[src/rtl/inst_fetch.sv]
// Instruction fetch unit: owns the PC, drives the combinational instruction ROM and
// buffers {pc, inst} pairs in a small queue popped by decode. Optional macro: IF_ALIGN_CHECK_EN.
module inst_fetch #(
  parameter logic [31:0] RESET_PC = 32'h0000_0000,
  parameter int          FQ_DEPTH = 4
) (
  input  logic        clk,
  input  logic        rst,
  output logic        ce,
  output logic [31:0] addr,
  input  logic [31:0] inst_i,
  input  logic        branch_flag_i,
  input  logic [31:0] branch_target_i,
  input  logic        flush_i,
  input  logic [31:0] new_pc_i,
  input  logic        id_ready_i,
  output logic        id_valid_o,
  output logic [31:0] id_pc_o,
  output logic [31:0] id_inst_o
`ifdef IF_ALIGN_CHECK_EN
  ,
  output logic        misalign_o
`endif
);

  localparam int PTR_W = $clog2(FQ_DEPTH);
  localparam int CNT_W = PTR_W + 1;
  localparam logic [CNT_W-1:0] FULL_CNT = CNT_W'(FQ_DEPTH);

  localparam logic [1:0] IDLE = 2'd0;
  localparam logic [1:0] RUN  = 2'd1;
`ifdef IF_ALIGN_CHECK_EN
  localparam logic [1:0] HALT = 2'd2;
`endif

  logic [1:0]       state_q, state_d;
  logic [31:0]      pc_q, pc_d;
  logic [CNT_W-1:0] count_q, count_d;
  logic [PTR_W-1:0] head_q, head_d;
  logic [PTR_W-1:0] tail_q, tail_d;
  logic [31:0]      fq_pc_q   [FQ_DEPTH];
  logic [31:0]      fq_pc_d   [FQ_DEPTH];
  logic [31:0]      fq_inst_q [FQ_DEPTH];
  logic [31:0]      fq_inst_d [FQ_DEPTH];
`ifdef IF_ALIGN_CHECK_EN
  logic             misalign_q, misalign_d;
`endif

  logic        redirect;
  logic [31:0] target;
  logic        push;
  logic        pop;

  // Decode handshake: an entry transfers on a rising edge where id_valid_o and
  // id_ready_i are both high; id_valid_o never depends on id_ready_i, and a
  // redirect in the same cycle cancels the transfer.
  always_comb begin
    redirect = flush_i | branch_flag_i;
    target   = flush_i ? new_pc_i : branch_target_i;
    push     = (state_q == RUN) && (count_q != FULL_CNT) && !redirect;
    pop      = (count_q != '0) && id_ready_i && !redirect;

    state_d   = state_q;
    pc_d      = pc_q;
    count_d   = count_q;
    head_d    = head_q;
    tail_d    = tail_q;
    fq_pc_d   = fq_pc_q;
    fq_inst_d = fq_inst_q;
`ifdef IF_ALIGN_CHECK_EN
    misalign_d = misalign_q;
`endif

    if (redirect) begin
      count_d = '0;
      head_d  = '0;
      tail_d  = '0;
`ifdef IF_ALIGN_CHECK_EN
      pc_d = target;
      if (target[1:0] != 2'b00) begin
        state_d    = HALT;
        misalign_d = 1'b1;
      end else begin
        state_d    = RUN;
        misalign_d = 1'b0;
      end
`else
      pc_d    = target & 32'hFFFF_FFFC;
      state_d = RUN;
`endif
    end else begin
      if (state_q == IDLE) begin
        state_d = RUN;
      end
      if (push) begin
        fq_pc_d[tail_q]   = pc_q;
        fq_inst_d[tail_q] = inst_i;
        tail_d            = tail_q + PTR_W'(1);
        pc_d              = pc_q + 32'd4;
      end
      if (pop) begin
        head_d = head_q + PTR_W'(1);
      end
      if (push && !pop) begin
        count_d = count_q + CNT_W'(1);
      end else if (pop && !push) begin
        count_d = count_q - CNT_W'(1);
      end
    end
  end

  always_ff @(posedge clk) begin
    if (!rst) begin
      state_q <= IDLE;
      pc_q    <= RESET_PC;
      count_q <= '0;
      head_q  <= '0;
      tail_q  <= '0;
`ifdef IF_ALIGN_CHECK_EN
      misalign_q <= 1'b0;
`endif
    end else begin
      state_q <= state_d;
      pc_q    <= pc_d;
      count_q <= count_d;
      head_q  <= head_d;
      tail_q  <= tail_d;
`ifdef IF_ALIGN_CHECK_EN
      misalign_q <= misalign_d;
`endif
    end
  end

  // Queue storage needs no reset: entries are only observed below the count.
  always_ff @(posedge clk) begin
    fq_pc_q   <= fq_pc_d;
    fq_inst_q <= fq_inst_d;
  end

  always_comb begin
    ce         = push;
    addr       = push ? pc_q : 32'h0000_0000;
    id_valid_o = (count_q != '0);
    id_pc_o    = id_valid_o ? fq_pc_q[head_q]   : 32'h0000_0000;
    id_inst_o  = id_valid_o ? fq_inst_q[head_q] : 32'h0000_0000;
  end

`ifdef IF_ALIGN_CHECK_EN
  assign misalign_o = misalign_q;
`endif

endmodule

[config.mk]
export PLATFORM = sky130hd
export DESIGN_NAME = inst_fetch
export DESIGN_NICKNAME = d
export VERILOG_FILES = /design/src/rtl/inst_fetch.sv
export SDC_FILE = /design/constraint.sdc
export NUM_CORES = 1
export LEC_CHECK = 0
export ABC_AREA = 1
export BUFFER_PORTS_ARGS = -buffer_cell sky130_fd_sc_hd__clkbuf_2
export CORE_ASPECT_RATIO = 1.4
export CORE_MARGIN = 2
export CORE_UTILIZATION = 35
export DETAILED_ROUTE_END_ITERATION = 8
export GPL_ROUTABILITY_DRIVEN = 0
export HOLD_SLACK_MARGIN = 0.03
export SKIP_LAST_GASP = 1
export SYNTH_ARGS = -nofsm -noshare
export SYNTH_HDL_FRONTEND = slang
export SYNTH_SLANG_ARGS = --single-unit
export TNS_END_PERCENT = 50
[constraint.sdc]
create_clock -name clk -period 5.56 [get_ports clk]
set_input_delay 0.834 -clock clk [delete_from_list [all_inputs] [get_ports clk]]
set_output_delay 0.834 -clock clk [all_outputs]
set_load 0.005 [all_outputs]
==> flow_summary_export.csv <==
group,metric,value,unit
run_status,status,"completed",
critical_path,cp.required,4.73,ns
power,p_leak,0.005622,uW
floorplanning,die_h,229.7,microns
layout,nFillCells,3434,
drt,vias,9288,
yosys,synth_seq_cells,286,
drt,ant_nets,0,
timing,max_freq,295.5,MHz
clocking,clock-sinks,286,
power,power_frac_clock,0.418,
grt,grt_pass1_wl,48530,microns
clocking,clock_path_buffers,3,
critical_path,crit_fanout,46,
grt,grt-ovfl-total,0,
critical_path,cp_data_arrival_time,2.55,ns
critical_path,r2r_cells,7,
yosys,yosys_warnings,0,
critical_path,critical_path_class,"register to output port",
grt,antenna_found_initial,0,
clocking,cts_resized,0,
layout,diodes,0,
floorplanning,die_area,0.03795,sq mm
timing,worstMarginPinSlew,1.040,ns
yosys,synthTopCellsByArea,"edfxtp_1, nor2_1, o21ai_0",
clocking,clockRootBuffer,"clkbuf_16",
critical_path,critPathLaunch,"head_q[0]",
drt,drt_pass1_iterations,5,
worst_hold_path,min_path_cells,1,
timing,rsz0062_at_grt,"no",
yosys,yosysUniqueCellTypes,41,
clocking,htree_levels,1,
clocking,numCtsBuffers,27,
critical_path,setup.worst_path.start_class,"register",
timing,fin_worst_skew,0.01858,ns
floorplanning,core,0.03581,sq mm
yosys,ys_seq_area_frac,0.6446,
layout,most-common-layout-cells,"nor2_1, edfxtp_1, clkbuf_2, o21ai_0, a21oi_1",
clocking,cts_tree,"yes",
layout,finalNetCount,1537,
floorplanning,start_util,0.3556,
power,power_density,303.3,mW/mm^2
grt,grt_pass1_vias,8952,
grt,grt_max_degree,67,
layout,area_delta_synth_final,17.80,%
timing,final-setup-viol-count,0,
drt,drt-initial-drc-count,432,
timing,tns,0,ns
layout,final_common_cell,"nor2_1",
clocking,path_clk_slew,0.06,ns
power,combPwrFrac,0.049,
floorplanning,ios,199,
yosys,syn_area,0.01273,sq mm
worst_hold_path,hp-class,"input port to register",
drt,via_per_inst,4.860,
timing,fin_crit,3.384,ns
power,internal-power,3582,uW
layout,design_area,0.01500,sq mm
timing,hold_violations,0,
timing,slew_violations,0,
worst_hold_path,min-delay-start,"inst_i[8]",
yosys,avgSynthCellArea,10.07,sq um
yosys,syn_inst,1264,
drt,route.detailed.drc,0,
power,peakVddDrop,0.1712,mV
yosys,synth_top_cell_by_area,"edfxtp_1",
yosys,netlist.area_leader.share,0.5848,
clocking,hold_buffers,0,
clocking,post-cts-setup-buffers,0,
placement,io_buffers,190,
grt,grt_util_all_layers,0.1651,
layout,layout-drive-gt1-share,0.1988,
placement,dpl.hpwl,19070,microns
floorplanning,rows,82,
clocking,clkLatencyLatePin,0.55,ns
power,p_sw,967.3,uW
drt,routedWlPerCell,16.57,microns
critical_path,endpoint_kind,"output port",
timing,period_share,0.6086,
power,seqPwrFrac,0.533,
drt,finalWirelength,31660,microns
placement,placed_cell_area,0.01408,sq mm
flow_run,drv_cap,0,
power,power.share.switching,0.2126,
timing,relSlewSlack,0.3069,
critical_path,r2r_start,"count_q[0]",
floorplanning,die-width,165.2,microns
## worst max-delay path, stage by stage (launching register included)
cell and delay (ns):
dfxtp_4 0.69, buf_4 0.52, nor2_1 0.10, nor2_1 0.09
o21ai_0 0.09, a21oi_1 0.33, clkbuf_2 0.19
## through the flow
stage               total power, uW  setup slack (ns)  std cells  hold WS [ns]  utilization
finish                         4549             2.176       1911        0.5090       0.4189
global route                   4709             1.950       1911        0.4899       0.4189
CTS                            4602             2.125       1911        0.4780       0.4189
detailed placement             2694             2.168       1862        0.5160       0.3931
global placement               2688             2.181       1862        0.4881       0.3931
floorplan                      2589            0.8764       1267        0.4728            -
## synth_stat cells (all sizes together)
master and instances:
conb 1, inv 56, o211ai 1, clkbuf 31
o221ai 2, nor2 389, a211oi 1, buf 41
fa 1, a22oi 3, clkinv 1, dfxtp 38
a31oi 8, ha 6, edfxtp 248, nor3 2
nand3 38, nand2 113, a21oi 108, and2 1
o21ai 170, nor3b 1, xnor2 1, xor2 2
or2 1
## routing by layer
| metal | part of all wire | global-route usage | vias to the layer above |
|---|---|---|---|
| met3 | 0.047 | 0.01948 | 51 |
| met4 | 0.024 | 0.05489 | 0 |
| li1 | - | - | 4639 |
| met2 | 0.51 | 0.2961 | 249 |
| met1 | 0.42 | 0.2039 | 4349 |
| met5 | 0 | 0 | - |
## flip-flops by register name (all words and copies together) (netlist names)
register / cells
count_q: 3
fq_inst_q: 128
fq_pc_q: 120
head_q: 2
pc_q: 30
state_q: 1
tail_q: 2
## worst paths after layout
check                 endpoint  slack [ns]
setup reg to reg   fq_pc_q[74]        2.92
hold reg to reg      tail_q[0]        0.52
hold / removal    fq_inst_q[8]        0.51
setup / recovery    id_pc_o[9]        2.18
## area by class of cell
class / count / area [sq um] / share of cell area
multi-input cells: 852 / 3978 / 0.2652
clock buffers: 36 / 782.0 / 0.05213
well taps: 462 / 578.1 / 0.03854
inverters: 57 / 220.2 / 0.01468
flip-flops and latches: 286 / 8213 / 0.5475
clock inverters: 13 / 141.4 / 0.009425
repair buffers: 205 / 1089 / 0.07257
## power by group through the flow
stage,Sequential (uW),Clock [uW],Combinational (uW)
final,2430,1900,221
after global routing,2430,2020,253
after CTS,2420,1950,224
after detailed placement,2470,0,222
after global placement,2470,0,220
after floorplan,2450,0,135
## kinds of logic (layout without fill, tap and decap cells)
kind of cell               after synthesis  after routing  synth area share
other                                    1              4         0.0002945
AOI/OAI and AO/OA                      293            293            0.1182
buffers and inverters                  129            311           0.04628
xor gates and xnor gates                 3              3          0.002064
adders and majority gates                7              7          0.007468
DFF                                    286            286            0.6446
and+or+nand+nor                        545            545            0.1811
Power figures use the tool's default switching activity.
